## src/rtl/fpu_pkg.sv

```systemverilog
// ----------------------------------------------------------------------------
// fpu_pkg
// Shared types for the FPU request sequencer: opcode and word types, the
// sequencer FSM state encoding, and the packed request entry that is stored
// in the request FIFO (operands plus opcode, 66 bits).
// ----------------------------------------------------------------------------
package fpu_pkg;

  typedef logic [1:0]  fpu_op_t;
  typedef logic [31:0] fpu_word_t;

  typedef enum logic [1:0] {
    IDLE = 2'd0,
    WAIT = 2'd1,
    HOLD = 2'd2
  } seq_state_t;

  typedef struct packed {
    fpu_word_t a;
    fpu_word_t b;
    fpu_op_t   op;
  } fpu_req_t;

  localparam int REQ_W = $bits(fpu_req_t);

endpackage

```

## src/rtl/fpu_req_fifo.sv

```systemverilog
// ----------------------------------------------------------------------------
// fpu_req_fifo
// Small synchronous FIFO holding pending FPU requests. No fall-through: a
// push into an empty FIFO becomes visible at o_head only after the edge.
// Pushes while full and pops while empty are ignored internally.
//
// Ports:
//   clk, rst_n   clock, asynchronous active-low reset
//   i_push       write request (ignored when full)
//   i_data       entry to write
//   i_pop        read request (ignored when empty)
//   o_head       entry at the read pointer
//   o_full       DEPTH entries held
//   o_empty      no entries held
// ----------------------------------------------------------------------------
module fpu_req_fifo #(
  parameter int DEPTH = 4,
  parameter int WIDTH = 66
) (
  input  logic             clk,
  input  logic             rst_n,
  input  logic             i_push,
  input  logic [WIDTH-1:0] i_data,
  input  logic             i_pop,
  output logic [WIDTH-1:0] o_head,
  output logic             o_full,
  output logic             o_empty
);

  localparam int PW = $clog2(DEPTH);

  logic [WIDTH-1:0] r_mem [DEPTH];
  logic [PW-1:0]    r_wr;
  logic [PW-1:0]    r_rd;
  logic [PW:0]      r_count;
  logic             w_push;
  logic             w_pop;

  assign o_full  = (r_count == (PW+1)'(DEPTH));
  assign o_empty = (r_count == '0);
  assign w_push  = i_push && !o_full;
  assign w_pop   = i_pop && !o_empty;
  assign o_head  = r_mem[r_rd];

  // Pointers are PW bits wide so they wrap modulo DEPTH on their own.
  always_ff @(posedge clk or negedge rst_n) begin
    if (!rst_n) begin
      r_wr    <= '0;
      r_rd    <= '0;
      r_count <= '0;
    end else begin
      if (w_push) r_wr <= r_wr + PW'(1);
      if (w_pop)  r_rd <= r_rd + PW'(1);
      case ({w_push, w_pop})
        2'b10:   r_count <= r_count + (PW+1)'(1);
        2'b01:   r_count <= r_count - (PW+1)'(1);
        default: r_count <= r_count;
      endcase
    end
  end

  // Storage needs no reset; only entries behind the write pointer are read.
  always_ff @(posedge clk) begin
    if (w_push) r_mem[r_wr] <= i_data;
  end

endmodule

```

## src/rtl/fpu_op_sequencer.sv

```systemverilog
// ----------------------------------------------------------------------------
// fpu_op_sequencer
// Buffers FPU requests in a FIFO and issues them to the FPU one at a time:
// operands are held for LAT cycles, fpu_outp is captured, and the result is
// offered on a valid/ready handshake. One op in flight, results in order.
//
// Optional feature: define FPU_SEQ_TAG_EN to add req_tag/res_tag; the tag
// travels with its request through the FIFO and returns with the result.
//
// Ports:
//   clk, rst_n              clock, asynchronous active-low reset
//   req_valid/req_ready     request handshake (ready = FIFO not full)
//   req_a, req_b, req_op    operands and opcode
//   req_tag                 request tag (FPU_SEQ_TAG_EN only)
//   fpu_a, fpu_b, fpu_op    registered drive into the FPU
//   fpu_outp                FPU result
//   res_valid/res_ready     result handshake
//   res_data                captured result
//   res_tag                 tag of result (FPU_SEQ_TAG_EN only)
//   busy                    FIFO non-empty or an op in flight
// ----------------------------------------------------------------------------
import fpu_pkg::*;

module fpu_op_sequencer #(
  parameter int DEPTH = 4,
  parameter int LAT   = 2,
  parameter int TAG_W = 4
) (
  input  logic             clk,
  input  logic             rst_n,
  input  logic             req_valid,
  output logic             req_ready,
  input  logic [31:0]      req_a,
  input  logic [31:0]      req_b,
  input  logic [1:0]       req_op,
`ifdef FPU_SEQ_TAG_EN
  input  logic [TAG_W-1:0] req_tag,
`endif
  output logic [31:0]      fpu_a,
  output logic [31:0]      fpu_b,
  output logic [1:0]       fpu_op,
  input  logic [31:0]      fpu_outp,
  output logic             res_valid,
  input  logic             res_ready,
  output logic [31:0]      res_data,
`ifdef FPU_SEQ_TAG_EN
  output logic [TAG_W-1:0] res_tag,
`endif
  output logic             busy
);

`ifdef FPU_SEQ_TAG_EN
  localparam int TAG_USED = 1;
`else
  localparam int TAG_USED = 0;
`endif
  localparam int ENTRY_W = REQ_W + TAG_USED * TAG_W;
  localparam int CW      = (LAT > 1) ? $clog2(LAT) : 1;

  seq_state_t       r_state;
  seq_state_t       w_next;
  logic [CW-1:0]    r_cnt;
  fpu_word_t        r_fpu_a;
  fpu_word_t        r_fpu_b;
  fpu_op_t          r_fpu_op;
  fpu_word_t        r_res_data;
  logic             r_res_valid;
  logic [ENTRY_W-1:0] w_push_data;
  logic [ENTRY_W-1:0] w_head;
  fpu_req_t         w_head_req;
  logic             w_full;
  logic             w_empty;
  logic             w_pop;
  logic             w_capture;
  logic             w_release;

`ifdef FPU_SEQ_TAG_EN
  logic [TAG_W-1:0] r_res_tag;
  logic [TAG_W-1:0] r_fpu_tag;
  assign w_push_data = {req_tag, req_a, req_b, req_op};
  assign res_tag     = r_res_tag;
`else
  assign w_push_data = {req_a, req_b, req_op};
`endif

  assign w_head_req = w_head[REQ_W-1:0];

  fpu_req_fifo #(
    .DEPTH (DEPTH),
    .WIDTH (ENTRY_W)
  ) u_fifo (
    .clk     (clk),
    .rst_n   (rst_n),
    .i_push  (req_valid),
    .i_data  (w_push_data),
    .i_pop   (w_pop),
    .o_head  (w_head),
    .o_full  (w_full),
    .o_empty (w_empty)
  );

  assign req_ready = !w_full;
  assign busy      = !w_empty || (r_state != IDLE);
  assign fpu_a     = r_fpu_a;
  assign fpu_b     = r_fpu_b;
  assign fpu_op    = r_fpu_op;
  assign res_valid = r_res_valid;
  assign res_data  = r_res_data;

  always_ff @(posedge clk or negedge rst_n) begin
    if (!rst_n) r_state <= IDLE;
    else        r_state <= w_next;
  end

  // Pop only from IDLE so the operands never change while an op is in flight.
  always_comb begin
    w_next    = r_state;
    w_pop     = 1'b0;
    w_capture = 1'b0;
    w_release = 1'b0;
    case (r_state)
      IDLE: begin
        if (!w_empty) begin
          w_pop  = 1'b1;
          w_next = WAIT;
        end
      end
      WAIT: begin
        if (r_cnt == '0) begin
          w_capture = 1'b1;
          w_next    = HOLD;
        end
      end
      HOLD: begin
        if (r_res_valid && res_ready) begin
          w_release = 1'b1;
          w_next    = IDLE;
        end
      end
      default: w_next = IDLE;
    endcase
  end

  // Operand/tag registers, settle counter and result register.
  always_ff @(posedge clk or negedge rst_n) begin
    if (!rst_n) begin
      r_cnt       <= '0;
      r_fpu_a     <= '0;
      r_fpu_b     <= '0;
      r_fpu_op    <= '0;
      r_res_data  <= '0;
      r_res_valid <= 1'b0;
`ifdef FPU_SEQ_TAG_EN
      r_fpu_tag   <= '0;
      r_res_tag   <= '0;
`endif
    end else begin
      if (w_pop) begin
        r_fpu_a  <= w_head_req.a;
        r_fpu_b  <= w_head_req.b;
        r_fpu_op <= w_head_req.op;
        r_cnt    <= CW'(LAT - 1);
`ifdef FPU_SEQ_TAG_EN
        r_fpu_tag <= w_head[ENTRY_W-1:REQ_W];
`endif
      end else if (r_state == WAIT && r_cnt != '0) begin
        r_cnt <= r_cnt - CW'(1);
      end
      if (w_capture) begin
        r_res_data  <= fpu_outp;
        r_res_valid <= 1'b1;
`ifdef FPU_SEQ_TAG_EN
        r_res_tag   <= r_fpu_tag;
`endif
      end else if (w_release) begin
        r_res_valid <= 1'b0;
      end
    end
  end

endmodule

```

## config.mk

```make
export PLATFORM = sky130hd
export DESIGN_NAME = fpu_op_sequencer
export DESIGN_NICKNAME = d
export VERILOG_FILES = /design/src/rtl/fpu_pkg.sv /design/src/rtl/fpu_req_fifo.sv /design/src/rtl/fpu_op_sequencer.sv
export SDC_FILE = /design/constraint.sdc
export NUM_CORES = 1
export LEC_CHECK = 0
export CORE_MARGIN = 2
export CORE_UTILIZATION = 58
export DETAILED_ROUTE_END_ITERATION = 8
export PLACE_DENSITY_LB_ADDON = 0.3
export SYNTH_ARGS = -nofsm -noshare
export SYNTH_HDL_FRONTEND = slang
export SYNTH_SLANG_ARGS = --single-unit
```

## constraint.sdc

```tcl
create_clock -name clk -period 5.77 [get_ports clk]
set_input_delay 0.8655 -clock clk [delete_from_list [all_inputs] [get_ports clk]]
set_output_delay 0.8655 -clock clk [all_outputs]
set_load 0.01 [all_outputs]
```

==> results of run 1 <==
## sequential cells by signal, summed over array words and instances (netlist names)
name / flops
fpu_a: 32
fpu_b: 32
fpu_op: 2
r_cnt: 1
r_state: 2
res_data: 32
res_valid: 1
u_fifo.r_count: 3
u_fifo.r_mem: 264
u_fifo.r_rd: 2
u_fifo.r_wr: 2
## cell usage in the layout, fill, tap and decap left out, types with 2 or more instances in the layout
cell	count
o21ai_0	3
dfrtp_4	2
clkbuf_16	41
inv_1	6
clkinv_2	5
xnor2_1	5
nand2b_1	2
diode_2	2
clkdlybuf4s50_1	201
ha_1	5
a21oi_1	2
clkbuf_8	4
and3_4	4
nor2_1	2
bufinv_16	3
clkinv_1	4
mux4_2	66
dfrtp_1	107
clkinvlp_4	2
mux2_2	100
nand2_1	2
buf_4	4
clkbuf_1	9
edfxtp_1	264
## stage by stage
step	instances	instance area [um^2]	total power, W	worst slack, ns	utilization
floorplan	604	13690	0.005952	2.874	-
global placement	1103	16020	0.007103	2.906	0.6867
detailed placement	1103	16020	0.007241	2.841	0.6867
CTS	1173	17300	0.009749	2.773	0.7415
global route	1173	17300	0.01009	2.620	0.7415
finish	1175	17310	0.009634	2.843	0.7417
## path summary, 6_finish.rpt
path,from,end,slack [ns],cells past startpoint
max,u_fifo.r_count[0],u_fifo.r_count[2],2.84,8
min,u_fifo.r_count[2],u_fifo.r_count[2],0.49,1
max reg2reg,u_fifo.r_count[0],u_fifo.r_count[2],2.84,8
min reg2reg,u_fifo.r_count[2],u_fifo.r_count[2],0.49,1
max in group asynchronous,rst_n,u_fifo.r_rd[1],4.07,2
min in group asynchronous,rst_n,fpu_b[5],0.55,1
## worst reg2reg max path, stage by stage (launching register included)
cell and delay, ns:
dfrtp_1 0.43, or3_1 0.43, nand2_4 0.75, inv_1 0.15
ha_1 0.28, fa_1 0.40, xnor2_1 0.17, nor2_1 0.06
xor2_1 0.14
## report_power, final
part           switching [W]  internal, W
clock               0.000979      0.00149
sequential          0.000530      0.00372
combinational        0.00116      0.00176
## cell families after synthesis
| kind of cell | Yosys count | synth area share |
|---|---|---|
| compound gates | 6 | 0.002375 |
| xor+xnor | 6 | 0.003837 |
| fa+ha+maj | 6 | 0.006030 |
| buf+inv | 31 | 0.01261 |
| flops | 373 | 0.7781 |
| mux | 166 | 0.1908 |
| simple gates | 16 | 0.006304 |
## layer usage
layer  wire length [um]  up-vias
met2              13540      212
li1                   -     2859
met3               1625       30
met5                  0        -
met1              10560     3341
met4                482        0
## layout make-up
type | count | area [um^2] | share of cell area
tap | 319 | 399.1 | 0.02306
inverter | 6 | 22.52 | 0.001301
clock inverter | 16 | 162.7 | 0.009399
clock buffer | 54 | 1115 | 0.06442
sequential | 373 | 10660 | 0.6162
antenna | 2 | 5.005 | 0.0002892
timing repair buffer | 205 | 2042 | 0.1180
multi-input combinational | 200 | 2897 | 0.1674
==> metrics, run 1 <==
Worst Path Required 6.16 ns; synth top area cells edfxtp_1 58%, dfrtp_1 20%, mux4_2 11%; residual DRC count 0; Crit. End Element flop; setup TNS 0 ns; RD Place Congestion 0.7136; Netlist cell types 25; All-Layer GR Usage 0.2144; GRT Residual Overflow 0; Initial Util 0.5869; Row Count 56; Routed wire per std cell roughly 22 um; Tightest Pin Transition ~1.1 ns; DP Wirelength 14,760 um; Clock Path Buffers 3; synth-to-layout area growth 26.37%; # fillers around 1,300; status completed; initial antenna violation count 2; Root Driver clkbuf_16; Achievable Freq 341.7 MHz; max-cap viol count 0; Syn Std Cell Area 13,690 um^2; EDFF count, synth 264; initial DRC count 470; nets 932; Slowest-stage cell, CP nand2_4; TritonCTS clock tree done; Crit Path Class flop to flop; unrepaired setup endpoints after global routing no; FFs w/ async S/R, synth 0.2922; crit path max fanout 70; Yosys top cell by area edfxtp_1; WL final 26,200 um; maximum VDD drop approximately 0.35 mV; crit start category flop; Port-buffer cells 202; post-synth top area share 0.5789; setup repair bufs after CTS 0; WP buf/inv 1; Final setup viols 0; crit share post-route 0.5072; syn_area_per_cell 22.67 um^2; Via Count 6,442; Worst-Skew Late Latency 0.52 ns; pin count of the biggest net entering global routing 81; PD cells 556.7 nW/um^2; register area share after synthesis 0.7781; Die Span Y around 160 um; DIE AREA 24,860 um^2; width of the die between 150 and 200 um; ANT nets after route 0; max-slew violations 0; post-CTS sizing 0; Clock Pin Slew Worst Setup and Hold Paths 0.06 ns; hold_buf cts 0; Pleak 6.097 nW; 1st-pass router iterations 5; Vias per Instance 5.483; most frequent cell after synthesis edfxtp_1; layout cells sized above 1 0.2752; Synth Warn # 0; first-pass GRT wire length 39,360 um; Slowest Stage Delay on Critical Path approximately 0.75 ns; Max-slew headroom 0.2730; Top Usage Layer GRT met2; Hold Crit Class flop to flop; Fin Hold WS 0.4903 ns; vias in the first global route 7,033; core box area roughly 23,000 um^2; Top delay family on crit path simple AND/OR/NAND/NOR gates; M2 GR Usage 0.3720; CTS sink cnt 373; CP arrival 3.32 ns; Post-Syn Instances between 600 and 700; IO Pins 203; main flop type after synthesis edfxtp_1; minimum clock period 2.927 ns; Final Hold Violating Endpoints 0; CTS H-tree lvls 2; post-synthesis sequential element count 373; met3 Track Usage GR 0.04654; grt met1 use 0.2736; synth cell count leaders 264 x edfxtp_1, 109 x dfrtp_1, 100 x mux2_2, 66 x mux4_2, 15 x buf_2; Num CTS Buffers 38; CP cell instances or3_1 -> nand2_4 -> inv_1 -> ha_1 -> fa_1 -> xnor2_1 -> nor2_1 -> xor2_1; Synthesized Nets 712; Fin Clk Skew approximately 0.020 ns
Note: power is estimated with default switching activity, not from simulation.
==> run 2, diff against run 1 <==
CORE_UTILIZATION = 49   (was 58)
clock period = 2.5 ns   (was 5.77 ns; I/O delays follow)
==> metrics, run 2 (same netlist as run 1, synthesis figures left out) <==
status completed; initial antenna violation count 2 (unchanged); CTS sink cnt 373 (unchanged); Achievable Freq ~430 MHz; crit share post-route 0.9404; setup repair bufs after CTS 0 (unchanged); TritonCTS clock tree done; Core Util, Final 0.6332 (-0.1085); IO Pins 203 (unchanged); ANT nets after route 0 (unchanged); maximum VDD drop 0.8629 mV (+150%); unrepaired setup endpoints after global routing no; Fin Hold WS 0.4820 ns (-0.008248 ns); Port-buffer cells 202 (unchanged); CTS H-tree lvls 2 (unchanged); Num CTS Buffers 39 (+2.6%); total power 0.02199 W (+130%); setup TNS 0 ns (unchanged); max-slew violations 0 (unchanged); PD cells 1257 nW/um^2 (+130%); Crit. End Element primary output; GRT Residual Overflow 0 (unchanged); All-Layer GR Usage 0.1744 (-0.03996); Crit Path Class flop to primary output; Row Count 61 (+8.9%); Final Hold Violating Endpoints 0 (unchanged); Initial Util 0.4957 (-0.09127); first-pass GRT wire length 38,720 um (-1.6%); crit start category flop; minimum clock period 2.351 ns; width of the die 171.2 um (+8.6%); synth-to-layout area growth 27.76%; Clock Path Buffers 3 (unchanged); WL final 25,200 um (-3.8%); Hold Crit Class primary input to asynchronous set/reset pin; most common cell after layout, fill and taps aside edfxtp_1; setup slack at placement 0.1335 ns (-2.707 ns); Via Count 6,525 (+1.3%); register with the most flip-flops u_fifo.r_mem; 1st-pass router iterations 4 (-1); antenna cells 0 (-2); Routed wire per std cell 20.26 um (-9.1%); Seq pwr share 0.431 (-0.010); max-cap viol count 0 (unchanged); final setup margin 0.1489 ns (-2.694 ns); Vias per Instance 5.245 (-4.3%); commonest non-fill, non-tap cells in the layout 264 x edfxtp_1, 200 x clkdlybuf4s50_1, 107 x dfrtp_1; net switching power 0.006041 W (+130%); core box area 27,630 um^2 (+18%); Die Span Y 171.2 um (+8.6%); Switching Share 0.2748 (-0.002038); DP Wirelength 15,010 um (+1.7%); max reg flops 264 (unchanged); Final setup viols 0 (unchanged); Tightest Pin Transition 0.6352 ns (-0.4553 ns); initial DRC count 395 (-16%); layout cells sized above 1 0.2748 (-0.0003489); RD Place Congestion 0.7159 (+0.32%); Max-slew headroom 0.5766 (+0.3036); Worst-Skew Late Latency 0.51 ns (about the same); nets 944 (+1.3%); P_int 0.01594 W (+130%); Fin Clk Skew 0.01175 ns (-0.008507 ns); DIE AREA 29,300 um^2 (+18%); pin count of the biggest net entering global routing 110 (+36%); Clk pwr share 0.238 (-0.018); CP arrival 1.98 ns (-1.34 ns); residual DRC count 0 (unchanged); Clock Pin Slew Worst Setup and Hold Paths 0.06 ns (about the same); Worst Path Required 2.12 ns (-4.04 ns); combinational share of power 0.330 (+0.027); Pleak 6.149 nW (+0.85%); Root Driver clkbuf_16; vias in the first global route 6,969 (-0.91%); crit path max fanout 6 (-91%)
run 2: power groups by stage:
stage	Combinational (W)	Sequential, W	Clock, W
CTS	0.00742	0.00952	0.00539
detailed placement	0.00738	0.00964	0
finish	0.00726	0.00948	0.00524
floorplan	0.00408	0.00962	0
global placement	0.00723	0.00951	0
global route	0.00783	0.00969	0.00567
run 2: repair_timing:
item                                   in CTS  in global routing
setup endpoints to repair                   1                  0
hold buffers                                1                  0
gates resized for setup                     1                  0
endpoints found under the hold margin      51                  0
run 2: path summary, 6_finish.rpt:
kind | cells after the start | to | slack [ns] | start
max | 2 | req_ready | 0.15 | u_fifo.r_count[0]
min | 3 | res_data[30] | 0.48 | rst_n
max reg2reg | 6 | u_fifo.r_count[1] | 0.24 | u_fifo.r_count[0]
min reg2reg | 1 | u_fifo.r_count[2] | 0.49 | u_fifo.r_count[2]
max in group asynchronous | 3 | u_fifo.r_rd[0] | 1.48 | rst_n
min in group clk | 2 | res_data[29] | 0.48 | fpu_outp[29]
run 2: critical path: stages (launching register included):
cell and delay (ns):
dfrtp_1 0.43, or3b_1 0.49, clkdlybuf4s50_1 0.56
run 2: layout make-up:
class                           instances  area, um^2
Multi-Input combinational cell        200        2897
Timing Repair Buffer                  216        2263
Sequential cell                       373       10660
Clock buffer                           58        1110
Clock inverter                         13       67.56
Fill cell                            1888       10130
Inverter                                6       22.52
Tap cell                              378       473.0
run 2: through the flow:
step | cells | area [um^2]
2_1_floorplan | 604 | 13700
3_3_place_gp | 1172 | 16310
3_5_place_dp | 1172 | 16310
4_1_cts | 1244 | 17500
5_1_grt | 1244 | 17500
6_report | 1244 | 17500
run 2: metal layers:
metal | global-route usage | vias to the layer above | wire (um)
li1 | - | 2893 | -
met1 | 0.2325 | 3347 | 10410
met2 | 0.2877 | 236 | 12380
met3 | 0.04395 | 45 | 1865
met4 | 0.05122 | 4 | 522
met5 | 0 | - | 28
